### src/rtl/bcd_pkg.sv
// rtl/bcd_pkg.sv - shared BCD digit type, limits and elaboration-time helpers
package bcd_pkg;

  typedef logic [3:0] bcd_digit_t;

  localparam bcd_digit_t BCD_DIGIT_MAX  = 4'd9;
  localparam int         BCD_MAX_DIGITS = 16;

  // Helpers work on a fixed 64-bit container; callers cast to their own width.
  function automatic logic [63:0] to_bcd(int value, int digits);
    logic [63:0] r;
    int          v;
    r = '0;
    v = value;
    for (int i = 0; i < BCD_MAX_DIGITS; i++) begin
      if (i < digits) begin
        r[4*i +: 4] = 4'(v % 10);
        v = v / 10;
      end
    end
    return r;
  endfunction

  function automatic logic bcd_valid(logic [63:0] v, int digits);
    logic ok;
    ok = 1'b1;
    for (int i = 0; i < BCD_MAX_DIGITS; i++) begin
      if (i < digits && v[4*i +: 4] > BCD_DIGIT_MAX) ok = 1'b0;
    end
    return ok;
  endfunction

endpackage

### src/rtl/bcd_updown_counter_digit.sv
// rtl/bcd_updown_counter_digit.sv - one combinational BCD up/down digit stage
module bcd_digit
  import bcd_pkg::*;
(
  input  bcd_digit_t d,
  input  logic       du,
  input  logic       cin,
  output bcd_digit_t d_next,
  output logic       cout
);

  always_comb begin
    d_next = d;
    cout   = 1'b0;
    if (cin) begin
      if (!du) begin
        if (d >= BCD_DIGIT_MAX) begin
          d_next = '0;
          cout   = 1'b1;
        end else begin
          d_next = d + 4'd1;
        end
      end else begin
        if (d == '0) begin
          d_next = BCD_DIGIT_MAX;
          cout   = 1'b1;
        end else begin
          d_next = d - 4'd1;
        end
      end
    end
  end

endmodule

### src/rtl/bcd_updown_counter.sv
// rtl/bcd_updown_counter.sv - N-digit BCD up/down counter with MIN/MAX window and load check
// Optional macro BCD_COUNTER_SATURATE_EN: hold at the limits instead of wrapping.
module bcd_updown_counter
  import bcd_pkg::*;
#(
  parameter int DIGITS  = 2,
  parameter int MIN_VAL = 0,
  parameter int MAX_VAL = 99
) (
  input  logic                clk,
  input  logic                rst_n,
  input  logic                en_n,
  input  logic                du,
  input  logic                load,
  input  logic [4*DIGITS-1:0] load_val,
  output logic [4*DIGITS-1:0] q,
  output logic                at_min,
  output logic                at_max,
  output logic                wrap_p,
  output logic                load_err
);

  localparam int             W       = 4 * DIGITS;
  localparam logic [W-1:0]   MIN_BCD = W'(to_bcd(MIN_VAL, DIGITS));
  localparam logic [W-1:0]   MAX_BCD = W'(to_bcd(MAX_VAL, DIGITS));

  generate
    if (!(MIN_VAL >= 0 && MIN_VAL < MAX_VAL && MAX_VAL <= 10**DIGITS - 1)) begin : g_bad_params
      $error("bcd_updown_counter: need 0 <= MIN_VAL < MAX_VAL <= 10**DIGITS-1");
    end
  endgenerate

  logic [DIGITS:0] carry;
  logic [W-1:0]    q_step;
  logic            load_ok;
  logic            limit_hit;

  assign carry[0] = ~en_n;

  generate
    for (genvar i = 0; i < DIGITS; i++) begin : g_digit
      bcd_digit u_digit (
        .d      (q[4*i +: 4]),
        .du     (du),
        .cin    (carry[i]),
        .d_next (q_step[4*i +: 4]),
        .cout   (carry[i+1])
      );
    end
  endgenerate

  // Valid BCD vectors order the same as their decimal values, so plain compares suffice.
  assign at_min    = (q == MIN_BCD);
  assign at_max    = (q == MAX_BCD);
  assign load_ok   = bcd_valid(64'(load_val), DIGITS) && (load_val >= MIN_BCD) && (load_val <= MAX_BCD);
  // A top-digit carry/borrow implies q sits at all-9s or zero, i.e. already at a limit.
  assign limit_hit = (du ? at_min : at_max) || carry[DIGITS];

  always_ff @(posedge clk or negedge rst_n) begin
    if (!rst_n) begin
      q        <= MIN_BCD;
      wrap_p   <= 1'b0;
      load_err <= 1'b0;
    end else begin
      wrap_p   <= 1'b0;
      load_err <= 1'b0;
      if (load) begin
        if (load_ok) q <= load_val;
        else         load_err <= 1'b1;
      end else if (!en_n) begin
        if (limit_hit) begin
          wrap_p <= 1'b1;
`ifdef BCD_COUNTER_SATURATE_EN
          q <= q;
`else
          q <= du ? MAX_BCD : MIN_BCD;
`endif
        end else begin
          q <= q_step;
        end
      end
    end
  end

endmodule

### config.mk
export PLATFORM = sky130hd
export DESIGN_NAME = bcd_updown_counter
export DESIGN_NICKNAME = d
export VERILOG_FILES = /design/src/rtl/bcd_pkg.sv /design/src/rtl/bcd_updown_counter_digit.sv /design/src/rtl/bcd_updown_counter.sv
export SDC_FILE = /design/constraint.sdc
export NUM_CORES = 1
export LEC_CHECK = 0
export ABC_AREA = 0
export CAP_MARGIN = 20
export CELL_PAD_IN_SITES_DETAIL_PLACEMENT = 1
export CELL_PAD_IN_SITES_GLOBAL_PLACEMENT = 1
export CORE_ASPECT_RATIO = 1.5
export CORE_MARGIN = 2
export CORE_UTILIZATION = 35
export CTS_BUF_LIST = sky130_fd_sc_hd__clkbuf_16
export CTS_CLUSTER_DIAMETER = 40
export CTS_CLUSTER_SIZE = 16
export DETAILED_ROUTE_END_ITERATION = 7
export PLACE_DENSITY = 0.79
export SYNTH_ARGS = -nofsm -noshare
export SYNTH_HDL_FRONTEND = slang
export SYNTH_SLANG_ARGS = --single-unit
### constraint.sdc
create_clock -name clk -period 2.4 [get_ports clk]
set_clock_uncertainty 0.05 [all_clocks]
set_input_delay 0.48 -clock clk [delete_from_list [all_inputs] [get_ports clk]]
set_output_delay 0.48 -clock clk [all_outputs]
set_load 0.01 [all_outputs]
==> metrics.md <==
| Metric | Value |
|---|---|
| Pre-CTS WS | 216 ps |
| #FFs+latches synth | 10 |
| CTS tree | built |
| Layout overhead on the synthesized area | 42.0% |
| Largest net degree at the start of global routing | 12 |
| ANT nets after route | 0 |
| CTS Hold Bufs | 0 |
| Slowest stage delay, CP | 530 ps |
| TNS Setup | 0 ps |
| Maximum vdd drop | 544 uV |
| Clock root buffer | clkbuf_16 |
| Warnings from Yosys | 0 |
| Post-synth ARST share | 1.00 |
| Via count | 1042 |
| Crit path arrival time | 1770 ps |
| Syn nets | 135 |
| Reg area | 251 sq um |
| Routed Wire Length | 3.25 mm |
| Antenna violations before repair | 0 |
| Tcrit/Tclk final | 0.958 |
| Min-delay worst type | input pin to async pin |
| Reg2reg setup slack | 310 ps |
| Input/output buffers | 24 |
| Area share of the largest cell type after synthesis | 0.266 |
| Peak Freq | 435 MHz |
| Clock Path Buffers | 2 |
| Register area share after synthesis | 0.266 |
| Drt pass-1 iters | 4 |
| Initial Util | 0.359 |
| R2R Path Start | q[0]$_DFFE_PN0P_ |
| Post-DP HPWL | 2.56 mm |
| Nets@finish | 167 |
| Multi-input gate area | 627 sq um |
| Power Total | 1.17 mW |
| Type of origin of the critical path | flop |
| I/O Pins | 25 |
| Core area | 2620 sq um |
| Reg2reg path depth | 8 |
| Max-slew violation count | 0 |
| Residual DRC | 0 |
| Commonest cells post-synth | nand2_1, dfrtp_1, nor2_1 |
| Vias/cell | 5.69 |
| WL/cell | 17.8 um |
| Clock latency on the worst-skew pair | 240 ps |
| Vias in the first global route | 1108 |
| Layout Utilization | 0.510 |
| Crit-path cells | inv_2, ha_2, nand2_1, nor2_1, clkdlybuf4s50_1 |
| Slew HR | 0.668 |
| Top cells by area, synth | dfrtp_1, ha_1, nand2_1 |
| Cell Pwr Density | 872 nW/um^2 |
| Status | complete, no violations |
| Top-count cell post-synth | nand2_1 |
| Worst path buffer plus inverter count | 2 |
| Max cap viols | 0 |
| Worst Setup Path Type | flop to primary output |
| Final hold slack | 528 ps |
| Chip width | 46.3 um |
| Area leader, netlist | dfrtp_1 |
| Aggregate global-route resource usage | 0.234 |
| GPL Wtd Cong | 0.850 |
| Fill cell count | 324 |
| R2R Path End | q[2]$_DFFE_PN0P_ |
| Die ar. | 3130 sq um |
| Total grt overflow | 0 |
| Global-route wire length before repair | 5.26 mm |
| Syn Std Cell Area | 941 sq um |
| Number of synthesized flops with an enable pin | 0 |
| CTS Buf Count | 3 |
| Clock Sinks | 10 |
| Layout cells sized above 1 | 0.164 |
| Ant. Diodes | 0 |
| Slew at the pin closest to its max-slew limit | 497 ps |
| Crit path max-delay family | buffers and inverters |
| CP max stage cell | clkdlybuf4s50_1 |
| Crit Path Max Fanout | 4 |
| Leak | 0.546 nW |
| Syn Area/Cell | 8.18 sq um |
| Ys flop type | dfrtp_1 |
| Worst-path clk slew | 50 ps |
| Final Setup Violations | 0 |
| PnR worst setup slack | 101 ps |
| Fin. Hold Viols | 0 |
| Iteration-0 DRC Markers | 10 |
| WP data required | 1870 ps |
| H-Tree Depth | 1 |
| Row count | 23 |
| Count of cell types in the netlist | 40 |
| Post-route minimum period | 2300 ps |
| Die height | 67.5 um |
| Kind of end point of the critical path | primary output |
| Post-Syn Instances | 115 |
[registers in the layout, summed over array words and instances (netlist names)]
signal / count
load_err: 1
q: 8
wrap_p: 1
[kinds of logic (layout without fill, tap and decap cells)]
kind of cell / Yosys count / after routing / share of synthesized area
AO/OA/AOI/OAI: 36 / 36 / 0.286
buffers and inverters: 14 / 45 / 0.0785
adder cells (fa/ha/maj): 7 / 7 / 0.0931
AND/OR/NAND/NOR: 46 / 46 / 0.255
flip-flops: 10 / 10 / 0.266
multiplexers: 1 / 1 / 0.0120
XOR/XNOR: 1 / 1 / 0.00931
[repair_timing]
item,4_1_cts,5_1_grt
cloned,0,0
endpoints found under the setup margin,1,1
setup buffers,0,0
resized for setup,1,6
[worst register-to-register path: stages (launching register included)]
cell      delay (ps)
dfrtp_2          450
inv_1            120
ha_2             200
buf_4            150
nor3b_1          290
a221oi_1         140
a311oi_1         380
a211oi_1          80
a21oi_1          150
[power by group]
group,switching [mW],total [mW],internal (mW),leakage (nW)
registers,0.0833,0.296,0.213,0.120
clock network,0.0819,0.301,0.219,0.0385
logic,0.296,0.569,0.273,0.387
[cells in the final DEF (no fill, tap or decap), types with 2 or more instances in the layout]
cell / n
o211ai_1: 3
a21oi_1: 5
nand3_1: 3
nor2b_1: 5
nand3_2: 2
buf_4: 8
a211oi_1: 2
nand2_1: 13
nand4_1: 2
inv_1: 3
clkdlybuf4s50_1: 23
o31ai_1: 4
nor3_1: 3
clkbuf_16: 3
nor3b_1: 3
o21ai_0: 5
inv_2: 6
nand2b_1: 3
ha_2: 2
ha_1: 5
dfrtp_1: 9
a311oi_1: 3
a221oi_1: 3
nor2_1: 8
[layer usage]
layer  share of wire  vias to the layer above  global-route usage
met5               0                        -                   0
met3           0.023                       12              0.0241
met1            0.37                      510               0.252
met4           0.034                        0              0.0929
met2            0.57                       28               0.439
li1                -                      492                   -
[how the worst max path moves through the flow]
stage	startpoint	endpoint	slack [ps]	cells past startpoint
floorplan	q[0]$_DFFE_PN0P_	q[5]$_DFFE_PN0P_	490	6
global placement	q[5]$_DFFE_PN0P_	at_max	260	5
detailed placement	q[5]$_DFFE_PN0P_	at_max	220	5
CTS	q[4]$_DFFE_PN0P_	at_min	20	5
global route	q[5]$_DFFE_PN0P_	at_min	-10	5
finish	q[4]$_DFFE_PN0P_	at_min	100	5
[through the flow]
step | std cells | area, sq um
2_1_floorplan | 115 | 941
3_3_place_gp | 179 | 1250
3_5_place_dp | 179 | 1250
4_1_cts | 183 | 1330
5_1_grt | 183 | 1340
6_report | 183 | 1340
[area by class of cell]
type | instances | area share
clock buffers | 3 | 0.0562
clock inverters | 1 | 0.00281
inverters | 9 | 0.0253
multi-input cells | 91 | 0.469
flip-flops and latches | 10 | 0.188
well taps | 37 | 0.0346
repair buffers | 32 | 0.224
(Power assumes the default switching activity.)
